## config.mk

```make
export PLATFORM = sky130hd
export DESIGN_NAME = prescaled_mode_counter
export DESIGN_NICKNAME = d
export VERILOG_FILES = /design/src/rtl/prescaled_mode_counter.sv
export SDC_FILE = /design/constraint.sdc
export NUM_CORES = 1
export LEC_CHECK = 0
export BUFFER_PORTS_ARGS = -buffer_cell sky130_fd_sc_hd__buf_2
export CORE_AREA = 10 10 95 97
export CTS_CLUSTER_SIZE = 25
export DETAILED_ROUTE_END_ITERATION = 8
export DIE_AREA = 0 0 105 107
export GPL_TIMING_DRIVEN = 1
export SLEW_MARGIN = 20
export SYNTH_ARGS = -nofsm -noshare
export SYNTH_HDL_FRONTEND = slang
export SYNTH_SLANG_ARGS = --single-unit
```

## constraint.sdc

```tcl
create_clock -name clk -period 3.1 [get_ports clk]
set_input_delay 0.775 -clock clk [delete_from_list [all_inputs] [get_ports clk]]
set_output_delay 0.775 -clock clk [all_outputs]
set_load 0.005 [all_outputs]
```

## src/rtl/prescaled_mode_counter.sv

```systemverilog
// Prescaled up/down/bounce/hold counter with parallel load, programmable top limit
// and registered tick/wrap strobes. Single clock, synchronous active-low reset.
module prescaled_mode_counter #(
  parameter int unsigned WIDTH   = 8,
  parameter int unsigned PRESC_W = 4
) (
  input  logic               clk,
  input  logic               rst_n,
  input  logic               en,
  input  logic [1:0]         mode,
  input  logic               load,
  input  logic [WIDTH-1:0]   load_val,
  input  logic [PRESC_W-1:0] presc,
  input  logic [WIDTH-1:0]   limit,
  output logic [WIDTH-1:0]   cnt,
  output logic               dir,
  output logic               tick,
  output logic               wrap
);

  typedef enum logic [1:0] {
    MODE_UP     = 2'b00,
    MODE_DOWN   = 2'b01,
    MODE_BOUNCE = 2'b10,
    MODE_HOLD   = 2'b11
  } mode_t;

  mode_t              mode_e;
  logic [PRESC_W-1:0] pdiv;
  logic [PRESC_W-1:0] pdiv_nxt;
  logic               step;
  logic [WIDTH-1:0]   cnt_nxt;
  logic               dir_nxt;
  logic               wrap_nxt;
  logic [WIDTH-1:0]   load_clamped;

  assign mode_e       = mode_t'(mode);
  assign load_clamped = (load_val > limit) ? limit : load_val;

  always_comb begin
    step     = en && (pdiv == presc);
    pdiv_nxt = pdiv;
    cnt_nxt  = cnt;
    dir_nxt  = dir;
    wrap_nxt = 1'b0;

    // Equality compare means a presc lowered below pdiv lets pdiv run up and wrap to 0.
    if (step)
      pdiv_nxt = '0;
    else if (en)
      pdiv_nxt = pdiv + 1'b1;

    case (mode_e)
      MODE_UP: begin
        dir_nxt = 1'b0;
        if (cnt >= limit) begin
          cnt_nxt  = '0;
          wrap_nxt = 1'b1;
        end else begin
          cnt_nxt = cnt + 1'b1;
        end
      end
      MODE_DOWN: begin
        dir_nxt = 1'b1;
        if (cnt == '0) begin
          cnt_nxt  = limit;
          wrap_nxt = 1'b1;
        end else if (cnt > limit) begin
          cnt_nxt = limit;
        end else begin
          cnt_nxt = cnt - 1'b1;
        end
      end
      MODE_BOUNCE: begin
        // A zero limit would otherwise turn around to limit-1 / 1; pin it at 0 instead.
        if (limit == '0) begin
          cnt_nxt  = '0;
          dir_nxt  = 1'b0;
          wrap_nxt = 1'b1;
        end else if (!dir) begin
          if (cnt >= limit) begin
            cnt_nxt  = limit - 1'b1;
            dir_nxt  = 1'b1;
            wrap_nxt = 1'b1;
          end else begin
            cnt_nxt = cnt + 1'b1;
          end
        end else begin
          if (cnt == '0) begin
            cnt_nxt  = {{(WIDTH-1){1'b0}}, 1'b1};
            dir_nxt  = 1'b0;
            wrap_nxt = 1'b1;
          end else if (cnt > limit) begin
            cnt_nxt = limit;
          end else begin
            cnt_nxt = cnt - 1'b1;
          end
        end
      end
      MODE_HOLD: begin
        cnt_nxt  = cnt;
        dir_nxt  = dir;
        wrap_nxt = 1'b0;
      end
      default: begin
        cnt_nxt  = cnt;
        dir_nxt  = dir;
        wrap_nxt = 1'b0;
      end
    endcase
  end

  always_ff @(posedge clk) begin
    if (!rst_n) begin
      cnt  <= '0;
      pdiv <= '0;
      dir  <= 1'b0;
      tick <= 1'b0;
      wrap <= 1'b0;
    end else if (load) begin
      cnt  <= load_clamped;
      pdiv <= '0;
      tick <= 1'b0;
      wrap <= 1'b0;
    end else begin
      pdiv <= pdiv_nxt;
      tick <= step;
      wrap <= step && wrap_nxt;
      if (step) begin
        cnt <= cnt_nxt;
        dir <= dir_nxt;
      end
    end
  end

endmodule

```

**After elaboration in Yosys (flattened, before gate mapping)**

Index checks and enable logic that the tools add are counted.

- Equal/unequal tests: 5
- Add/subtract/negate cells: 4
- Bitwise operators: 3
- Mux-type cells: 20
- Reduce and logical (&&, ||, !) cells: 10
- Order comparisons: 3

Operator list:

| kind | count |
|---|---|
| two-way mux 8 bit | 10 |
| one-hot mux 8 bit (3 select lines) | 1 |
| greater-than comparator 8 bit | 2 |
| logical NOT 8 bit | 2 |
| subtractor 8 x 1 -> 8 bit (second input constant) | 2 |
| adder 8 x 1 -> 8 bit (second input constant) | 1 |
| greater-or-equal comparator 8 bit | 1 |
| two-way mux 1 bit | 7 |
| adder 4 x 1 -> 4 bit (second input constant) | 1 |
| == test 2 bit (second input constant) | 2 |
| == test 4 bit | 1 |
| one-hot mux 1 bit (4 select lines) | 1 |
| inverter 1 bit | 3 |
| one-hot mux 1 bit (3 select lines) | 1 |
| AND reduction 3 bit | 1 |
| OR reduction 3 bit | 1 |
| == test 2 x 1 -> 1 bit (second input constant) | 1 |
| logical AND 1 bit | 2 |
| logical NOT 2 bit | 1 |
| inequality test 2 bit (second input constant) | 1 |
| AND reduction 2 bit | 1 |
| nonzero test 2 bit | 1 |
| OR reduction 2 bit | 1 |

- Logic and storage cells: 50
- Output and inout bits: 11
- Bits in registers: 15
- Input port bits: 26

**Longest topological paths before layout**

Gate-level depths: netlist of run 1.

- Depth in word-level cells: 8
- Depth in mapped cells: 11
- Depth with buffers taken out: 9

**Worst setup path after synthesis of run 1**

OpenSTA, ideal clock, no wires.

- Kind: input to register
- From: input limit[1]
- To: register cnt[4]
- Buffers on the path: 1
- Library setup time: 58 ps
- Slack: 410 ps
- Data arrival time: 2,633 ps
- Data required time: 3,042 ps
- Cell stages on the path: 10
- Path through: inv_1 -> ha_1 -> nor2b_1 -> o211ai_1 -> a31o_2 -> clkbuf_1 -> a21oi_1 -> a211o_1 -> a41oi_1 -> o21a_1

- Word-level cells in the longest chain between the ends: 8
- Elaborated cells on any way between the ends: 16
- Classes of those cells: 1 x add/sub; 3 x order compare; 11 x mux; 1 x reduce/logical

RTL lines:

| element | RTL line | text |
|---|---|---|
| start, declared | 14 | `input logic [WIDTH-1:0] limit,` |
| greater-than comparator 8 bit | 68, 93 |  |
| two-way mux 8 bit | 68, 93 |  |
| two-way mux 8 bit | 89 | `if (cnt == '0) begin` |
| two-way mux 8 bit | 80 | `end else if (!dir) begin` |
| two-way mux 8 bit | 76 | `if (limit == '0) begin` |
| one-hot mux 8 bit (3 select lines) | 53 | `case (mode_e)` |
| two-way mux 8 bit | 129 | `if (step) begin` |
| two-way mux 8 bit (*) | 120 | `end else if (load) begin` |
| end signal, assigned | 121 | `cnt <= load_clamped;` |
| end signal, assigned | 130 | `cnt <= cnt_nxt;` |
| end, declared | 15 | `output logic [WIDTH-1:0] cnt,` |

Every way passes the cells marked *; elsewhere a longest branch is shown, timed or not. The select of a mux whose other input is x is not followed.
A chain may end at the register's enable or synchronous reset.

**Final worst setup path of run 1**

- From: input limit[3]
- To: register cnt[1]

Same word-level chain as after synthesis.

==> results.json, run 1 <==
{
  "dr_total_vias": 2371,
  "cts_max_level": 1,
  "p_leak_nw": 1.09,
  "syn_avg_cell_area_um2": 7.51,
  "hold_violations": 0,
  "yosysWarnings": 0,
  "timing.rr.end": "cnt[7]",
  "ys.flop_type": "dfxtp_1",
  "grt_max_degree": 15,
  "yosysSeqAreaShare": 0.143,
  "power_density_mw_per_mm2": 327,
  "initial_core_util": 0.294,
  "clock_sinks": 15,
  "antenna_found_initial": 0,
  "drive_above_1_share": 0.221,
  "clock.fmax_mhz": 364,
  "p_int_w": 0.000482,
  "drt_iter0_drc": 324,
  "utilization": 0.357,
  "die_h_um": 107,
  "synth_edf_count": 0,
  "grt_use_total": 0.125,
  "multi_input_area_mm2": 0.00168,
  "ys_ff_latch": 15,
  "pwr-share-seq": 0.275,
  "critPathRequiredTime_ps": 3260,
  "timing.rr.start": "cnt[1]",
  "syn-num-nets": 330,
  "core_mm2": 0.00714,
  "setup_violations": 0,
  "tightestPinTransition_ps": 663,
  "min_from": "pdiv[3]",
  "drc": 0,
  "cp_max_fo": 5,
  "finalClockSkew_ps": 6.25,
  "row_count": 31,
  "timing.max_cap.violations": 0,
  "ys_async_sr_fraction": 0,
  "seq_area_um2": 300,
  "period_minus_slack_ps": 2750,
  "ff2ff_setup_slack_ps": 480,
  "rsz0062_at_grt": "no",
  "wire_per_inst_um": 16.8,
  "viasPerCell": 5.53,
  "slew_viol_final": 0,
  "slew_headroom": 0.555,
  "min_path_type": "flop to flop",
  "swShare": 0.423,
  "nets": 382,
  "drtPass1Iterations": 5,
  "syn_inst": 279,
  "clk_path_buf_depth": 2,
  "clk_latency_ps": 250,
  "reg2reg_depth": 8,
  "tritoncts": "built",
  "outcome": "finished clean",
  "yosysUniqueCellTypes": 47,
  "p_sw_w": 0.000353,
  "postPlaceCellArea_mm2": 0.00250,
  "die_w_um": 105,
  "worst_ir_drop_vdd_v": 0.000239,
  "grt_pass1_vias": 2295,
  "cts_root_buffer": "clkbuf_8",
  "setup_tns_ps": 0,
  "ctsResizeCount": 0,
  "detail-route-antenna-nets": 0,
  "clk_pin_slew_worst_paths_ps": 70,
  "worstSetupEndpointType": "flop",
  "die_area_mm2": 0.0112,
  "pin_count": 37,
  "drt_wl_total_um": 7210,
  "start_kind": "input pin",
  "gp_congestion": 0.936,
  "dp_slack_ps": 99.2,
  "hold_buffers": 0,
  "fin_ws_ps": 353,
  "finalPower_w": 0.000834,
  "syn_area_mm2": 0.00210,
  "antenna_cells": 0,
  "dp.final_hpwl_um": 5890,
  "pwr-share-comb": 0.523,
  "design_area_mm2": 0.00255,
  "hold_depth": 2,
  "grt_first_pass_wirelength_um": 11800,
  "overflow": 0,
  "nFillCells": 794,
  "path_class": "input pin to flop",
  "fin_crit_sh": 0.886,
  "syn_to_final_growth_pct": 21.7,
  "cts_setup_buffers": 0,
  "pwr-share-clk": 0.202,
  "whs_endpoint": "pdiv[3]",
  "io_buffers": 36,
  "critPathArrivalTime_ps": 2900,
  "cts_buffers": 3
}
==> placed cells by master, fill, tap and decap left out, types with 2 or more instances in the layout <==
cell type,instances
a31oi_1,3
buf_2,36
nor2b_1,2
a22oi_1,2
a211o_1,4
inv_1,18
a311oi_1,4
a221oi_1,2
o21ai_0,18
o31ai_1,6
o211ai_1,5
nor3_1,11
nor4_1,2
nor2_1,17
o22ai_1,6
a211oi_1,6
a21oi_1,26
nand3_1,13
buf_4,20
o21a_1,3
mux2i_1,3
nand2_1,16
nand3b_1,3
ha_1,25
or3_1,3
mux2_2,6
xor2_1,13
nand4_1,9
a41oi_1,2
xnor2_1,12
dfxtp_1,15
clkbuf_8,3
==> sequential cells by signal (all words and copies together), names as in the netlist <==
register  flops
cnt           8
dir           1
tick          1
wrap          1
pdiv          4
==> critical path, stage by stage <==
cell	delay (ps)
buf_2	130
inv_1	120
ha_1	350
nand4_1	170
nor2_1	90
a211oi_1	550
o21ai_0	200
a21oi_1	210
o41ai_2	90
a221oi_1	230
==> final cells by class <==
cell class	instances	area share
Clock buffer	4	0.0177
Inverter	18	0.0265
Multi-Input combinational cell	237	0.660
Sequential cell	15	0.118
Tap cell	99	0.0486
Timing Repair Buffer	56	0.130
==> metal layers <==
layer | track usage | vias to the layer above | part of all wire
met2 | 0.190 | 124 | 0.43
li1 | - | 1162 | -
met3 | 0.0377 | 7 | 0.10
met5 | 0 | - | 0
met4 | 0.0206 | 0 | 0.0064
met1 | 0.171 | 1078 | 0.46
==> synthesized netlist by cell type, drive strengths merged, types with 2 or more instances <==
cell type,instances,share of area
clkbuf,7,0.013
nand4,9,0.027
a221oi,2,0.0084
inv,18,0.032
nor2b,2,0.0060
a311oi,4,0.017
a21oi,27,0.066
buf,2,0.0090
and3,2,0.0084
dfxtp,15,0.14
nor4,2,0.0060
o21a,3,0.011
ha,25,0.15
mux2,6,0.032
a22oi,2,0.0072
nand2b,2,0.0072
xor2,13,0.054
or3,3,0.0090
a41oi,2,0.0084
a31oi,3,0.0090
nand3,13,0.031
a211oi,6,0.021
mux2i,3,0.014
xnor2,12,0.050
nor2,17,0.030
nand2,16,0.029
o22ai,7,0.024
nand3b,3,0.011
o21ai,19,0.047
a211o,4,0.017
nor3,11,0.026
o211ai,5,0.018
o31ai,6,0.021
==> how the worst max path moves through the flow <==
| stage | slack (ps) | to | start | depth (start not counted) |
|---|---|---|---|---|
| after global routing | 140 | cnt[4] | limit[3] | 10 |
| after detailed placement | 100 | cnt[1] | limit[3] | 10 |
| after floorplan | 410 | cnt[4] | limit[1] | 10 |
| after CTS | 350 | cnt[1] | limit[3] | 10 |
| after global placement | 150 | cnt[4] | limit[5] | 10 |
| final | 350 | cnt[1] | limit[3] | 10 |
==> power by group through the flow <==
stage                     clock network (W)  logic (W)  registers, W
after detailed placement                  0   0.000430      0.000233
after global routing               0.000181   0.000482      0.000231
final                              0.000169   0.000436      0.000230
after floorplan                           0   0.000282      0.000225
after global placement                    0   0.000429      0.000233
after CTS                          0.000174   0.000431      0.000229
==> cells by family (layout without fill, tap and decap cells) <==
family	Yosys count	count (layout)	synth area share
xor+xnor	25	25	0.104
flops	15	15	0.143
mux	9	9	0.0466
buf+inv	27	78	0.0537
compound gates	96	96	0.304
fa+ha+maj	25	25	0.149
simple gates	82	82	0.199
==> metrics by stage <==
step,hold WS [ps],instances
2_1_floorplan,498,279
3_3_place_gp,521,425
4_1_cts,544,429
3_5_place_dp,524,425
6_report,534,429
5_1_grt,577,429
(Power assumes the default switching activity.)
==> run 2: changes to the inputs <==
--- a/config.mk
+++ b/config.mk
@@ -5,11 +5,12 @@
 export SDC_FILE = /design/constraint.sdc
 export NUM_CORES = 1
 export LEC_CHECK = 0
+export ABC_AREA = 1
 export BUFFER_PORTS_ARGS = -buffer_cell sky130_fd_sc_hd__buf_2
-export CORE_AREA = 10 10 95 97
+export CORE_AREA = 2 2 94 96
 export CTS_CLUSTER_SIZE = 25
 export DETAILED_ROUTE_END_ITERATION = 8
-export DIE_AREA = 0 0 105 107
+export DIE_AREA = 0 0 96 98
 export GPL_TIMING_DRIVEN = 1
 export SLEW_MARGIN = 20
 export SYNTH_ARGS = -nofsm -noshare
==> run 2 against run 1 <==
Effect of this change:
- non-clock buffer count shrank 15
- largest cell class unchanged
- sequential share of layout area shrank 0.88 points
- core utilization fell by 3.2 points
- first-iteration DRC count is 35% lower
- register-to-register slack gained 50 ps
- clock skew up 1.8 ps
- flip-flop and latch count unchanged
- cell count increased by 29%
- critical path depth up 6
- largest power group unchanged
- critical path type unchanged
==> results.json, run 2 <==
{
  "ys.flop_type": "dfxtp_1",
  "ys_async_sr_fraction": 0,
  "initial_core_util": 0.287,
  "detail-route-antenna-nets": 0,
  "cts_buffers": 3,
  "use_met1": 0.236,
  "yosysMostFrequentCell": "nand2_1",
  "critPathArrivalTime_ps": 2860,
  "clock_sinks": 15,
  "finalClockSkew_ps": 8.04,
  "core_mm2": 0.00847,
  "antenna_cells": 0,
  "regMostFlops": "cnt",
  "cpMostUsedCell": "nand2_1",
  "yosysSeqAreaShare": 0.124,
  "syn_avg_cell_area_um2": 5.89,
  "seq_area_um2": 300,
  "min_path_type": "flop to flop",
  "path_cells": "buf_2 -> inv_1 -> ha_1 -> nand2_1 -> inv_1 -> nand2_1 -> nand2_1 -> nand2_2 -> nand3_2 -> inv_1 -> nand2_1 -> o21ai_0 -> nand2_1 -> nand3b_1 -> nand2_1 -> a21oi_1",
  "cts_setup_buffers": 0,
  "ys_ff_latch": 15,
  "cp_max_fo": 12,
  "path_class": "input pin to flop",
  "antenna_found_initial": 0,
  "synth_top_area_share": 0.174,
  "largest_reg_flops": 8,
  "fin_ws_ps": 420,
  "fin_crit_sh": 0.865,
  "drc": 0,
  "outcome": "finished clean",
  "worst_ir_drop_vdd_v": 0.000172,
  "ctsResizeCount": 0,
  "grt_max_degree": 18,
  "tritoncts": "built",
  "gp_congestion": 0.964,
  "syn_inst": 413,
  "hold_buffers": 0,
  "grt_pass1_vias": 2725,
  "synth_edf_count": 0,
  "slowest_stage": "nand3_2",
  "nFillCells": 952,
  "nets": 498,
  "p_leak_nw": 1.41,
  "clock.fmax_mhz": 373,
  "wire_per_inst_um": 14.3,
  "pin_count": 37,
  "grt_use_total": 0.173,
  "die_w_um": 96,
  "finalPower_w": 0.000834,
  "setup_violations": 0,
  "clk_latency_ps": 260,
  "row_count": 34,
  "use_met3": 0.0247,
  "synth_common_cells": "nand2_1, inv_1, a21oi_1",
  "rsz0062_at_grt": "no",
  "timing.max_cap.violations": 0,
  "drt_iter0_drc": 212,
  "yosys-top-cells-area": "nand2_1, ha_1, dfxtp_1",
  "multi_input_area_mm2": 0.00182,
  "viasPerCell": 5.07,
  "tightestPinTransition_ps": 559,
  "syn-num-nets": 464,
  "final_common_cell": "nand2_1",
  "syn_area_mm2": 0.00243,
  "synth_area_leader_cell": "nand2_1",
  "power_density_mw_per_mm2": 303,
  "hold_ws_ps": 518,
  "grt_util_met2": 0.279,
  "stdcell_count": 554,
  "cpPeakStageDelay_ps": 310,
  "drt_wl_total_um": 7920,
  "clk_pin_slew_worst_paths_ps": 70,
  "dp_slack_ps": 217,
  "drive_above_1_share": 0.155,
  "yosysWarnings": 0,
  "critPathRequiredTime_ps": 3280,
  "die_area_mm2": 0.00941,
  "period_minus_slack_ps": 2680,
  "mostFrequentLayoutCells": "nand2_1, inv_1, buf_2, a21oi_1, nand3_1",
  "slew_viol_final": 0,
  "dp_cells": 550,
  "largestRegisters": "cnt x8, pdiv x4",
  "dr_total_vias": 2808,
  "start_kind": "input pin",
  "drtPass1Iterations": 5,
  "busiest_layer": "met2",
  "die_h_um": 98,
  "setup_tns_ps": 0,
  "cts_max_level": 1,
  "overflow": 0,
  "yosysUniqueCellTypes": 36,
  "cts_root_buffer": "clkbuf_8",
  "worstSetupEndpointType": "flop",
  "grt_first_pass_wirelength_um": 12900,
  "critPathTopFamily": "simple AND/OR/NAND/NOR gates",
  "dp.final_hpwl_um": 6330,
  "hold_violations": 0,
  "syn_to_final_growth_pct": 13.4,
  "clk_path_buf_depth": 2,
  "slew_headroom": 0.627,
  "cp.buffers_inverters": 4,
  "io_buffers": 36
}
[run 2: tightest hold or removal path: stages, from the launching register on]
cell and delay, ps:
dfxtp_1 340, nand2_1 80, a21oi_1 50
[run 2: path summary, 6_finish.rpt]
| path | slack, ps | startpoint | depth (start not counted) | to |
|---|---|---|---|---|
| setup / recovery | 420 | limit[3] | 16 | cnt[1] |
| hold / removal | 520 | pdiv[2] | 2 | pdiv[2] |
| setup reg to reg | 530 | cnt[1] | 14 | cnt[1] |
| hold reg to reg | 520 | pdiv[2] | 2 | pdiv[2] |
[run 2: area by class of cell]
| type | count | share of cell area |
|---|---|---|
| Clock buffer | 3 | 0.0150 |
| Tap cell | 108 | 0.0490 |
| Inverter | 62 | 0.0844 |
| Clock inverter | 1 | 0.00272 |
| Multi-Input combinational cell | 324 | 0.661 |
| Timing Repair Buffer | 41 | 0.0790 |
| Sequential cell | 15 | 0.109 |
[run 2: per-layer routing]
layer,part of all wire,up-vias
met1,0.45,1274
met3,0.060,16
li1,-,1422
met2,0.46,96
met5,0,-
met4,0.032,0
[run 2: logic make-up after synthesis]
family | share of synthesized area
adder cells (fa/ha/maj) | 0.129
AND/OR/NAND/NOR | 0.425
XOR/XNOR | 0.0468
buffers and inverters | 0.127
flip-flops | 0.124
AO/OA/AOI/OAI | 0.149
[run 2: where the power goes]
group	total, W	switching (W)	internal (W)
Clock	0.000170	0.0000798	0.0000905
Sequential	0.000224	0.0000214	0.000203
Combinational	0.000440	0.000289	0.000151
Total	0.000834	0.000390	0.000445
[run 2: stage by stage]
stage                     instance area, µm²  utilization
final                                   2760        0.326
after global routing                    2760        0.326
after CTS                               2760        0.326
after detailed placement                2710        0.320
after global placement                  2710        0.320
after floorplan                         2430            -
